[src/rtl/serial_ripple_subtractor.sv]
// -----------------------------------------------------------------------------
// serial_ripple_subtractor
//   Bit-serial ripple-borrow subtractor computing d = a - b - bin, one bit per
//   clock, LSB first. Operands are taken in with a valid/ready handshake. The
//   result is offered with a second valid/ready handshake, so the block can sit
//   between an operand source and a result sink.
//
// Ports
//   clk        in   1      rising-edge clock
//   rst_n      in   1      asynchronous, active-low reset
//   in_valid   in   1      operands a, b, bin valid
//   in_ready   out  1      block can accept operands (IDLE)
//   a          in   WIDTH  minuend
//   b          in   WIDTH  subtrahend
//   bin        in   1      borrow-in
//   out_valid  out  1      result valid (DONE)
//   out_ready  in   1      sink accepts result
//   d          out  WIDTH  difference, unsigned mod 2^WIDTH
//   bout       out  1      borrow-out (a < b + bin, unsigned)
//   ovf        out  1      two's-complement overflow
//
// States
//   state  | meaning
//   IDLE   | waiting for operands, in_ready=1
//   RUN    | one bit of the difference computed per edge
//   DONE   | result held, out_valid=1 until out_ready
// -----------------------------------------------------------------------------
module serial_ripple_subtractor #(
    parameter int WIDTH = 4
) (
    input  logic             clk,
    input  logic             rst_n,
    input  logic             in_valid,
    output logic             in_ready,
    input  logic [WIDTH-1:0] a,
    input  logic [WIDTH-1:0] b,
    input  logic             bin,
    output logic             out_valid,
    input  logic             out_ready,
    output logic [WIDTH-1:0] d,
    output logic             bout,
    output logic             ovf
);

    localparam int IDX_W = $clog2(WIDTH) + 1;
    localparam logic [IDX_W-1:0] LAST_IDX = IDX_W'(WIDTH - 1);

    typedef enum logic [1:0] {
        S_IDLE = 2'd0,
        S_RUN  = 2'd1,
        S_DONE = 2'd2
    } state_t;

    state_t           state_q,  state_d;
    logic [WIDTH-1:0] a_q,      a_d;
    logic [WIDTH-1:0] b_q,      b_d;
    logic             borrow_q, borrow_d;
    logic [IDX_W-1:0] idx_q,    idx_d;
    logic [WIDTH-1:0] d_q,      d_d;
    logic             bout_q,   bout_d;
    logic             ovf_q,    ovf_d;

    // Single full-subtractor cell, applied to the bit selected by idx_q.
    logic a_bit, b_bit, ab_xor, diff_bit, borrow_nxt;

    always_comb begin
        a_bit      = a_q[idx_q];
        b_bit      = b_q[idx_q];
        ab_xor     = a_bit ^ b_bit;
        diff_bit   = ab_xor ^ borrow_q;
        borrow_nxt = (~a_bit & b_bit) | (~ab_xor & borrow_q);
    end

    always_comb begin
        state_d  = state_q;
        a_d      = a_q;
        b_d      = b_q;
        borrow_d = borrow_q;
        idx_d    = idx_q;
        d_d      = d_q;
        bout_d   = bout_q;
        ovf_d    = ovf_q;

        unique case (state_q)
            S_IDLE: begin
                if (in_valid) begin
                    a_d      = a;
                    b_d      = b;
                    borrow_d = bin;
                    idx_d    = '0;
                    state_d  = S_RUN;
                end
            end
            S_RUN: begin
                d_d[idx_q] = diff_bit;
                borrow_d   = borrow_nxt;
                idx_d      = idx_q + IDX_W'(1);
                if (idx_q == LAST_IDX) begin
                    bout_d  = borrow_nxt;
                    // Overflow only when operand signs differ and the result
                    // sign disagrees with the minuend; diff_bit is the MSB here.
                    ovf_d   = (a_q[WIDTH-1] ^ b_q[WIDTH-1]) & (diff_bit ^ a_q[WIDTH-1]);
                    state_d = S_DONE;
                end
            end
            S_DONE: begin
                if (out_ready) begin
                    state_d = S_IDLE;
                end
            end
            default: begin
                state_d = S_IDLE;
            end
        endcase
    end

    always_ff @(posedge clk or negedge rst_n) begin
        if (!rst_n) begin
            state_q  <= S_IDLE;
            a_q      <= '0;
            b_q      <= '0;
            borrow_q <= 1'b0;
            idx_q    <= '0;
            d_q      <= '0;
            bout_q   <= 1'b0;
            ovf_q    <= 1'b0;
        end else begin
            state_q  <= state_d;
            a_q      <= a_d;
            b_q      <= b_d;
            borrow_q <= borrow_d;
            idx_q    <= idx_d;
            d_q      <= d_d;
            bout_q   <= bout_d;
            ovf_q    <= ovf_d;
        end
    end

    // Handshake flags decode the state register only, never the inputs.
    assign in_ready  = (state_q == S_IDLE);
    assign out_valid = (state_q == S_DONE);
    assign d         = d_q;
    assign bout      = bout_q;
    assign ovf       = ovf_q;

endmodule
[config.mk]
export PLATFORM = sky130hd
export DESIGN_NAME = serial_ripple_subtractor
export DESIGN_NICKNAME = d
export VERILOG_FILES = /design/src/rtl/serial_ripple_subtractor.sv
export SDC_FILE = /design/constraint.sdc
export NUM_CORES = 1
export LEC_CHECK = 0
export ABC_CLOCK_PERIOD_IN_PS = 2410
export BUFFER_PORTS_ARGS = -buffer_cell sky130_fd_sc_hd__buf_2
export CAP_MARGIN = 5
export CORE_UTILIZATION = 29
export DETAILED_ROUTE_END_ITERATION = 10
export HOLD_SLACK_MARGIN = 0.03
export RECOVER_POWER = 50
export SYNTH_ARGS = -nofsm -noshare
export SYNTH_HDL_FRONTEND = slang
export SYNTH_SLANG_ARGS = --single-unit
[constraint.sdc]
create_clock -name clk -period 2.41 [get_ports clk]
set_input_delay 0 -clock clk [delete_from_list [all_inputs] [get_ports clk]]
set_output_delay 0 -clock clk [all_outputs]
set_load 0.02 [all_outputs]
==> metrics.csv <==
stage,metric,value,unit
die,core area,3340,µm²
pwr,Sw Share,0.388,
timing,Final Max Slew Viols,0,
synthesis,register area share after synthesis,0.496,
synthesis,synth top area cells,"dfrtp_1 50%, mux2_4 12%, ha_1 6.2%",
grt,largest net degree at the start of global routing,21,
worst_setup_path,R2R Setup Slk,0.24,ns
grt,first-pass GRT wire length,3310,µm
drt,top layer in use,met4,
drt,met2 wire length,969,µm
pwr,Clock power frac,0.118,
run_status,status,finished clean,
clock_network,clk buf depth,2,
timing,Slew headroom,0.269,
cells_and_area,NumNets Final,132,
drt,WL met3,77,µm
worst_setup_path,Arrival @ worst endpoint,2.35,ns
clock_network,worst skew pair latency,0.30,ns
clock_network,number of hold buffers added after CTS,12,
timing,Tmin final,2.17,ns
placement,post-detail-place hpwl,1450,µm
drt,final WL,1990,µm
die,Die W,61.0,µm
clock_network,CTS tree,yes,
timing,"Setup violations, final",0,
synthesis,predominant post-synthesis flop cell,dfrtp_1,
cells_and_area,area delta synth->final,28.6,%
cells_and_area,diode count,0,
clock_network,Num CTS Buffers,3,
synthesis,Yosys top cell area share,0.496,
clock_network,clock root buffer,clkbuf_4,
synthesis,"EDFF count, synth",0,
pwr,worst vdd ir,0.463,mV
pwr,switching power,0.653,mW
placement,# port buffers,20,
drt,routed length on met1,930,µm
drt,antenna-violating nets left,0,
drt,Vias,698,
timing,RSZ-0062 raised after global routing,false,
synthesis,Synth Area in XOR/XNOR,0,
synthesis,Post-Synth Simple-Gate Area,0.0905,
drt,DRC violations left,0,
clock_network,CTS sink count,20,
grt,vias in the first global route,727,
die,num rows,21,
worst_setup_path,WP data required,2.59,ns
synthesis,compound-cell area share of the yosys netlist,0.0694,
synthesis,post-synth cell types,27,
synthesis,synth cell count leaders,"20 x dfrtp_1, 8 x mux2_4, 7 x nand2_1",
pwr,Reg power frac,0.392,
clock_network,Worst-path clk slew,0.12,ns
pwr,Internal,1.03,mW
pwr,Leakage,0.601,nW
pwr,total power,1.68,mW
synthesis,post-synthesis adder-cell area fraction,0.0818,
drt,routed vias/inst,4.42,
synthesis,fraction of registers with async set/reset,1.00,
worst_setup_path,CP Class,reg2reg,
synthesis,main combinational cell family by area after synthesis,multiplexers,
synthesis,Syn Nets,97,
drt,drt pass-1 iters,2,
worst_setup_path,crit-path max FO,7,
timing,Least-Margin Pin Slew,1.10,ns
synthesis,warnings from Yosys,0,
timing,clock skew,0.0100,ns
synthesis,Yosys reg bits,20,
grt,initial antenna violation count,0,
clock_network,postcts setup bufs,0,
cells_and_area,share of cells above drive strength 1,0.286,
synthesis,syn_area_per_cell,12.9,µm²
timing,final period utilization,0.899,
synthesis,cell taking the most area after synthesis,dfrtp_1,
timing,Peak Freq,462,MHz
die,full die area,3720,µm²
synthesis,most common cell in the netlist,dfrtp_1,
clock_network,post_cts resized,0,
worst_setup_path,Worst Setup Start Kind,flip-flop,
timing,"Hold Vio Cnt, Final",0,
pwr,P per Cell Area,1290,nW/µm²
timing,setup_tns,0,ns
grt,All-Layer GR Usage,0.126,
run,max cap viols,0,
placement,gp weighted congestion,0.742,
clock_network,Max H-tree Level,1,
drt,routed length per instance,12.6,µm
synthesis,Netlist Area Pre-Place,1010,µm²
die,# IOs,21,
grt,remaining global-route overflow,0,
pwr,combinational power share,0.490,
synthesis,Mapped Cells,78,
worst_setup_path,critical path endpoint category,flip-flop,
die,Starting Density,0.303,
synthesis,multiplexer area fraction after synthesis,0.218,
drt,Initial DRC Count,26,
die,Die Height,61.0,µm
worst_hold_path,min-delay worst type,in2reg,
## logic make-up after synthesis
group	after synthesis
buf+inv	9
flops	20
compound gates	11
simple gates	17
fa+ha+maj	6
mux	15
## registers in the layout (all words and copies together), names as in the netlist
signal and flops:
a_q 4, b_q 4, d 4, idx_q 3, state_q 2, borrow_q 1
bout 1, ovf 1
## power groups by stage
| stage | clock network [mW] | logic (mW) | registers, mW |
|---|---|---|---|
| finish | 0.199 | 0.823 | 0.659 |
| global route | 0.220 | 0.942 | 0.688 |
| CTS | 0.208 | 0.852 | 0.665 |
| detailed placement | 0 | 0.832 | 0.674 |
| global placement | 0 | 0.814 | 0.660 |
| floorplan | 0 | 0.620 | 0.665 |
## worst paths after layout
path / startpoint / depth (start not counted) / endpoint
worst min-delay path: out_ready / 3 / state_q[1]
worst max register to register: idx_q[0] / 5 / ovf
min in group asynchronous: rst_n / 2 / state_q[1]
worst min register to register: d[0] / 1 / d[0]
worst max-delay path: idx_q[0] / 5 / ovf
max in group asynchronous: rst_n / 2 / a_q[1]
## metrics by stage
| stage | hold slack (ns) | utilization | area (µm²) | cells | worst slack (ns) |
|---|---|---|---|---|---|
| after detailed placement | -0.0237 | 0.344 | 1150 | 142 | 0.254 |
| after floorplan | -0.296 | - | 1010 | 78 | 0.427 |
| after global placement | -0.0335 | 0.344 | 1150 | 142 | 0.339 |
| after CTS | 0.171 | 0.391 | 1310 | 158 | 0.225 |
| final | 0.400 | 0.389 | 1300 | 158 | 0.243 |
| after global routing | 0.405 | 0.389 | 1300 | 158 | 0.138 |
## cell type report
| type | instances | area, µm² |
|---|---|---|
| Sequential cell | 20 | 500 |
| Clock buffer | 4 | 36.3 |
| Fill cell | 331 | 2040 |
| Inverter | 7 | 26.3 |
| Multi-Input combinational cell | 49 | 464 |
| Timing Repair Buffer | 32 | 214 |
| Tap cell | 46 | 57.6 |
## metal layers
metal	vias to the layer above	track usage
met5	-	0
met4	0	0.0195
met3	2	0.0448
met2	16	0.214
met1	339	0.157
li1	341	-
## layout by cell type (no fill, tap or decap), types with 2 or more instances in the layout
cell type / Yosys / routed
clkbuf_1: 0 / 5
o21ai_0: 4 / 4
mux4_2: 2 / 2
clkbuf_4: 0 / 3
nand2_1: 7 / 7
ha_1: 5 / 5
dlygate4sd3_1: 0 / 12
o21bai_1: 2 / 2
inv_1: 6 / 6
nor2_1: 3 / 3
buf_2: 0 / 15
dfrtp_1: 20 / 20
mux2_1: 4 / 4
mux2_4: 8 / 8
## worst max-delay path, stage by stage (launching register included)
cell	delay [ns]
dfrtp_1	0.52
mux4_2	0.56
fa_1	0.56
and3b_1	0.21
a21oi_1	0.10
o21ai_0	0.08
Power figures use the tool's default switching activity.
